===== src/rtl/branch_predictor.sv =====
// Direct-mapped branch target buffer with 2-bit saturating direction counters.
// Registered 1-cycle lookup for fetch; trained by resolved branches from execute.
module branch_predictor #(
    parameter int         IDX_W    = 6,
    parameter int         TAG_W    = 8,
    parameter logic [1:0] CNT_INIT = 2'b10
) (
    input  logic        i_clk,
    input  logic        i_rst_n,
    input  logic        i_flush,
    input  logic        i_lookup_valid,
    input  logic [31:0] i_lookup_pc,
    output logic        o_pred_valid,
    output logic        o_pred_hit,
    output logic        o_pred_taken,
    output logic [31:0] o_pred_target,
    input  logic        i_upd_valid,
    input  logic [31:0] i_upd_pc,
    input  logic        i_upd_taken,
    input  logic [31:0] i_upd_target,
    input  logic        i_upd_pred_taken,
    output logic [31:0] o_lookup_cnt,
    output logic [31:0] o_mispred_cnt
);

    localparam int DEPTH = 1 << IDX_W;

    logic [DEPTH-1:0] valid_q;
    logic [1:0]       cnt_q    [DEPTH];
    logic [TAG_W-1:0] tag_q    [DEPTH];
    logic [31:0]      target_q [DEPTH];

    logic [IDX_W-1:0] lk_idx, up_idx;
    logic [TAG_W-1:0] lk_tag, up_tag;
    logic             lk_hit, lk_taken, up_hit, up_write;
    logic [31:0]      lk_target;
    logic             unused_pc_bits;

    function automatic logic [1:0] sat_inc(input logic [1:0] c);
        return (c == 2'b11) ? c : c + 2'b01;
    endfunction

    function automatic logic [1:0] sat_dec(input logic [1:0] c);
        return (c == 2'b00) ? c : c - 2'b01;
    endfunction

    assign lk_idx = i_lookup_pc[IDX_W+1:2];
    assign lk_tag = i_lookup_pc[IDX_W+TAG_W+1:IDX_W+2];
    assign up_idx = i_upd_pc[IDX_W+1:2];
    assign up_tag = i_upd_pc[IDX_W+TAG_W+1:IDX_W+2];

    // Only the index and tag fields of the update PC participate.
    assign unused_pc_bits = ^{i_upd_pc[1:0], i_upd_pc[31:IDX_W+TAG_W+2]};

    // Table reads use the pre-edge contents, which gives read-before-write
    // for same-cycle lookup/update and pre-flush visibility for free.
    always_comb begin
        // NOTE: every signal driven here gets a default first so no latch is inferred.
        lk_hit    = 1'b0;
        lk_taken  = 1'b0;
        lk_target = i_lookup_pc + 32'd4;
        up_hit    = 1'b0;
        up_write  = i_upd_valid && !i_flush;

        lk_hit   = valid_q[lk_idx] && (tag_q[lk_idx] == lk_tag);
        lk_taken = lk_hit && cnt_q[lk_idx][1];
        if (lk_taken) begin
            lk_target = target_q[lk_idx];
        end
        up_hit = valid_q[up_idx] && (tag_q[up_idx] == up_tag);
    end

    // NOTE: sequential state is assigned with <= so every register samples pre-edge values.
    always_ff @(posedge i_clk or negedge i_rst_n) begin
        if (!i_rst_n) begin
            o_pred_valid  <= 1'b0;
            o_pred_hit    <= 1'b0;
            o_pred_taken  <= 1'b0;
            o_pred_target <= '0;
        end else begin
            o_pred_valid <= i_lookup_valid;
            if (i_lookup_valid) begin
                o_pred_hit    <= lk_hit;
                o_pred_taken  <= lk_taken;
                o_pred_target <= lk_target;
            end
        end
    end

    // Statistics are deliberately untouched by flush.
    always_ff @(posedge i_clk or negedge i_rst_n) begin
        if (!i_rst_n) begin
            o_lookup_cnt  <= '0;
            o_mispred_cnt <= '0;
        end else begin
            if (i_lookup_valid) begin
                o_lookup_cnt <= o_lookup_cnt + 32'd1;
            end
            if (i_upd_valid && (i_upd_pred_taken != i_upd_taken)) begin
                o_mispred_cnt <= o_mispred_cnt + 32'd1;
            end
        end
    end

    always_ff @(posedge i_clk or negedge i_rst_n) begin
        if (!i_rst_n) begin
            valid_q <= '0;
            for (int i = 0; i < DEPTH; i++) begin
                cnt_q[i] <= 2'b00;
            end
        end else if (i_flush) begin
            valid_q <= '0;
        end else if (i_upd_valid) begin
            if (up_hit) begin
                cnt_q[up_idx] <= i_upd_taken ? sat_inc(cnt_q[up_idx]) : sat_dec(cnt_q[up_idx]);
            end else if (i_upd_taken) begin
                valid_q[up_idx] <= 1'b1;
                cnt_q[up_idx]   <= CNT_INIT;
            end
        end
    end

    // NOTE: tags and targets are plain storage without reset; the valid bits guard them.
    always_ff @(posedge i_clk) begin
        if (up_write && i_upd_taken) begin
            tag_q[up_idx]    <= up_tag;
            target_q[up_idx] <= i_upd_target;
        end
    end

endmodule


===== config.mk =====
export PLATFORM = sky130hd
export DESIGN_NAME = branch_predictor
export DESIGN_NICKNAME = d
export VERILOG_FILES = /design/src/rtl/branch_predictor.sv
export SDC_FILE = /design/constraint.sdc
export NUM_CORES = 2
export LEC_CHECK = 0
export ABC_CLOCK_PERIOD_IN_PS = 3200
export CAP_MARGIN = 20
export CORE_MARGIN = 2
export CORE_UTILIZATION = 45
export DETAILED_ROUTE_END_ITERATION = 7
export PLACE_DENSITY = 0.66
export SYNTH_ARGS = -nofsm -noshare
export SYNTH_HDL_FRONTEND = slang
export SYNTH_SLANG_ARGS = --single-unit

===== constraint.sdc =====
create_clock -name i_clk -period 3.2 [get_ports i_clk]
set_input_delay 0.8 -clock i_clk [delete_from_list [all_inputs] [get_ports i_clk]]
set_output_delay 0.8 -clock i_clk [all_outputs]
set_load 0.1 [all_outputs]

[After elaboration in Yosys (flattened, before gate mapping)]
Memories as Yosys holds them, arrays and structs flattened.
Cells that the tools add are included.
Storage, ports and cells
  register bits: 291
  bits in writable memories: 2560
  input port bits: 103
  output and inout bits: 99
  word-level logic and storage cells: 138
  memories kept: 2
Memory list
  target_q: words 64, bits a word 32, read ports 1, clocked after Yosys merged registers in 0, wr ports 1, line 31  | logic [31:0] target_q [DEPTH];
  tag_q: words 64, bits a word 8, read ports 2, clocked after Yosys merged registers in 0, wr ports 1, line 30  | logic [TAG_W-1:0] tag_q [DEPTH];
Operators by class
  add/sub/neg operators: 5
  $lt $le $gt $ge: 6
  equal/unequal tests: 5
  mux-type cells: 27
  bitwise logic cells: 7
  reduce and logical (&&, ||, !) cells: 15
Operators by type and width (number)
  128-bit two-way mux: 2
  64-bit two-way mux: 4
  128-bit bitwise mux: 1
  64-bit OR: 2
  32-bit by 1-bit adder with 32-bit output, second input constant: 2
  64-bit bitwise AND: 1
  64-bit NOT: 1
  32-bit by 3-bit adder with 32-bit output, second input constant: 1
  32-bit two-way mux: 1
  2-bit binary-select mux with 6-bit select: 2
  8-bit == test: 2
  2-bit two-way mux: 8
  7-bit greater-or-equal comparator, second input constant: 2
  6-bit by 7-bit less-than comparator with 1-bit output, second input constant: 2
  6-bit NOT with 7-bit output: 2
  1-bit binary-select mux with 6-bit select: 2
  2-bit demux with 6-bit select: 1
  1-bit logical AND: 8
  7-bit by 1-bit less-than comparator with 1-bit output, second input constant: 1
  1-bit demux with 6-bit select: 1
  6-bit by 1-bit greater-or-equal comparator with 1-bit output, second input constant: 1
  3-bit AND reduction: 2
  2-bit nonzero test: 3
  1-bit two-way mux: 5
  other kinds (8): 8

[Logic depth before layout (Yosys ltp)]
  word-level depth: 9
  gate-level depth with buffers: 19
  depth with buffers taken out: 10

[Least setup slack after synthesis]
No wires, ideal clock.
  path type: input to register
  start: in i_upd_pc[4]
  end: mem tag_q[10][0], enable pin
  library setup time: 0.438 ns
  data arrival time: 3.937 ns
  required time: 2.762 ns
  slack: -1.175 ns
  cell stages on the path: 10
  path buffers: 7
  cells stage by stage: buf_6 buf_12 buf_6 buf_6 buf_4 buf_6 nor2_1 buf_2 nand2_1 nor2_1
RTL lines
  start, declared: line 18  | input logic [31:0] i_upd_pc,
  end, declared: line 30
Straight into the memory's write port.

[Worst setup path in the final report]
  start: in i_upd_pc[3]
  end: reg cnt_q[108] (netlist name)
Between the ends
  cells in the longest elaborated chain, start to end: 9
RTL lines
  6-bit NOT with 7-bit output: line 115, 118
  2-bit binary-select mux with 6-bit select, or another cell as far along: line 115  | cnt_q[up_idx] <= i_upd_taken ? sat_inc(cnt_q[up_idx]) : sat_dec(cnt_q[up_idx]);
  2-bit two-way mux (implied by the code) / 1-bit logical AND (equally long branches): line 115, 118
  2-bit two-way mux, on equally long branches: line 115, 118
  2-bit by 1-bit subtractor with 2-bit output, or another cell as far along: line 44  | return (c == 2'b00) ? c : c - 2'b01;
  2-bit two-way mux, or another cell as far along: line 44
  2-bit two-way mux / 64-bit bitwise AND (equally long branches)
  128-bit bitwise mux / 128-bit two-way mux (equally long branches): line 115, 116
  128-bit two-way mux: line 114  | if (up_hit) begin
  end signal, assigned by index: line 115
  end, declared: line 29  | logic [1:0] cnt_q [DEPTH];
Several ways; a longest one is shown, not always the timed one. The select of a mux whose other input is x is not followed.
A chain may end at the register's enable or synchronous reset.

==> results.cfg <==
[outcome]
status = complete, but fails checks
violations = setup timing

[logic_synthesis]
ys_types = 88
async_reset_ff_share_pct = 10.21
synth_ff_type = edfxtp_1
synth_edf_count = 2560
synth.top_cell.area_share_pct = 65.32
synthCells = 5968
synthTopCellsByCount = 2,560 x edfxtp_1, 842 x mux4_2, 291 x dfrtp_1, 226 x nor2_1, 222 x mux2i_1
yosys-top-cells-area = edfxtp_1 65%, mux4_2 16%, dfrtp_1 6.2%
synth_area_mm2 = 0.1177
syn_avg_cell_area_um2 = 19.72
synth_top_area_cell = edfxtp_1
ys_warn_count = 0
synth_seq_cells = 2851
yosys.cell_count.top_type = edfxtp_1
synth_nets = 6074
ys_seq_area_share_pct = 71.51

[placed_design]
place.detailed.hpwl_um = 248200
io_buffer_count = 183
dpl_cell_area_mm2 = 0.1336
dp_slack_ps = -1487
gp_congestion = 0.9901

[power_and_ir_drop]
ir_drop_v = 0.0006004
power.density_mw_per_mm2 = 562.2
p_leak_nw = 49.17

[grt]
grt_usage_pct = 29.02
grt_max_degree = 106
grt_pass1_vias = 68890
grt_pass1_wl_um = 540200
grt.overflow.total = 0
antenna_found_initial = 26

[clocking]
cts_root_buf = clkbuf_16
clockBufferDepth = 4
cts.clk_slew.worst_paths_ps = 60
cts_buffers = 315
clkLatencyLatePin_ps = 960
cts_tree = built
cts_sinks = 2851
h-tree-depth = 5

[setup_path]
crit_path_start = i_upd_pc[3]
crit_path_end_kind = register
path_buf_inv = 6
start_kind = primary input
path_max_fanout = 15
arrival_ps = 4560
crit_type = primary input to register
worstPathRequired_ps = 4050
crit_path_top_delay_cell = a211oi_1
crit_family = compound AO/OA/AOI/OAI gates
crit_path_frequent_cell = buf_4
r2r-start = tag_q[2][7]$_DFFE_PP_
slowest_delay_ps = 470
rrSetupSlack_ps = -490
cp_cell_sequence = buf_6 -> buf_12 -> inv_2 -> buf_4 -> nor2_1 -> o21ai_0 -> nand3_1 -> a211oi_1 -> o2111ai_2 -> nor4_4 -> buf_4 -> and3_4 -> buf_4 -> o211ai_1 -> a22o_1

[sta]
rsz0062_at_grt = yes
min_period_ps = 3712
tightestPinTransition_ps = 1142
setup_viol = 223
slew_viol_final = 0
fin_skew_ps = 68.10
clock.fmax_mhz = 269.4
hold_violations = 0
slew_headroom_pct = 23.83
fin_ws_ps = -511.8
finalCritPeriodShare_pct = 116.0

[finish]
postLayoutCellArea_mm2 = 0.1453
fin_util_pct = 55.89
nets = 7241
drive_gt1_share_pct = 37.28
fillCellCount = 19320
area_growth_pct = 23.43

[detailed_routing]
drtPass1Iterations = 7
drc = 0
postRouteAntennaNets = 0
wirelength_um = 389000
first_iter_violations = 11860
via_per_inst = 6.467
wl_per_cell_um = 35.81
via_count = 70250

[floorplan]
start_util_pct = 45.28
die_area_mm2 = 0.2656
io_pins = 202
die_y_um = 515.4
die_x_um = 515.4
core_area_mm2 = 0.2599
num_rows = 187

[run]
drv_cap = 0

[min_path]
hp-start = i_upd_target[24]
hp-class = primary input to register
-- metal layers --
| metal | global-route usage (%) | share of wire (%) | up-vias | wire length, um |
|---|---|---|---|---|
| met5 | 0 | 0.0057 | - | 22 |
| li1 | - | - | 27280 | - |
| met2 | 44.10 | 46 | 5018 | 178400 |
| met1 | 40.82 | 38 | 37010 | 148000 |
| met4 | 12.31 | 5.1 | 4 | 19660 |
| met3 | 6.145 | 11 | 937 | 42820 |
-- state kept, by name, indices dropped and copies added, names as in the netlist --
name	count
cnt_q	128
o_lookup_cnt	32
o_mispred_cnt	32
o_pred_hit	1
o_pred_taken	1
o_pred_target	32
o_pred_valid	1
tag_q	512
target_q	2048
valid_q	64
-- power by group --
group / internal [W] / switching, W / leakage [nW] / total, W
registers: 0.0408 / 0.000192 / 26.6 / 0.0410
clock network: 0.0199 / 0.0144 / 4.63 / 0.0343
logic: 0.00241 / 0.00402 / 17.9 / 0.00643
-- per-stage QoR --
step | setup TNS [ps] | hold slack (ps) | cells | total power (W)
after global placement | -424980 | 464.6 | 10260 | 0.04785
final | -84470 | 112.4 | 10860 | 0.08167
after global routing | -91990 | 60.59 | 10860 | 0.08369
after floorplan | -321310 | 464.9 | 5968 | 0.04534
after detailed placement | -431300 | 473.3 | 10260 | 0.04793
after CTS | -57360 | 138.6 | 10830 | 0.08188
-- kinds of logic (layout without fill, tap and decap cells) --
logic type | Yosys count | count (layout) | synth area share, %
other | 0 | 9 | 0
flip-flops | 2851 | 2851 | 71.51
buffers and inverters | 507 | 1896 | 2.032
XOR/XNOR | 100 | 100 | 0.7442
AO/OA/AOI/OAI | 712 | 712 | 4.400
multiplexers | 1105 | 1105 | 18.39
AND/OR/NAND/NOR | 688 | 688 | 2.876
adder cells (fa/ha/maj) | 5 | 5 | 0.04997
-- final timing paths --
kind / endpoint / cells after the start
worst min register to register: o_lookup_cnt[31]$_DFFE_PN0P_ / 1
worst max-delay path: cnt_q[108]$_DFFE_PN0P_ / 15
worst max register to register: cnt_q[108]$_DFFE_PN0P_ / 13
max in group asynchronous: cnt_q[10]$_DFFE_PN0P_ / 3
min in group asynchronous: o_pred_target[2]$_DFFE_PN0P_ / 2
worst min-delay path: target_q[44][24]$_DFFE_PP_ / 1
-- area by class of cell --
| cell class | instances | area (um^2) | area share (%) |
|---|---|---|---|
| Sequential cell | 2851 | 84160 | 57.93 |
| Multi-Input combinational cell | 2610 | 32710 | 22.51 |
| Timing Repair Buffer | 1247 | 14080 | 9.695 |
| Clock buffer | 425 | 8567 | 5.897 |
| Tap cell | 3496 | 4374 | 3.011 |
| Clock inverter | 114 | 939.7 | 0.6468 |
| Inverter | 110 | 421.7 | 0.2903 |
| Antenna cell | 9 | 22.52 | 0.01550 |
-- worst register-to-register path: stages (launching register included) --
cell	delay, ps
edfxtp_1	460
mux2_4	320
a221o_1	300
a222oi_1	370
buf_4	180
o2111a_1	210
and3b_1	210
o2111ai_2	150
nor4_4	290
buf_4	180
and3_4	310
buf_4	230
o211ai_1	160
a22o_1	250
-- what timing repair did --
| action | 4_1_cts | 5_1_grt |
|---|---|---|
| hold buffers | 1 | 0 |
| pin swaps | 41 | 41 |
| endpoints found under the hold margin | 50 | 0 |
| gates resized for setup | 108 | 117 |
| setup buffers | 14 | 10 |
| gates cloned | 15 | 8 |
| setup endpoints to repair | 225 | 225 |
-- placed cells by master, fill, tap and decap left out, types with 133 or more instances in the layout --
master     count
nor2_1       160
a22oi_1      133
edfxtp_1    2560
mux2i_1      207
nand2_1      136
clkbuf_16    331
mux4_2       842
dfrtp_1      291
buf_4        792
buf_12       339
Power figures use the tool's default switching activity.
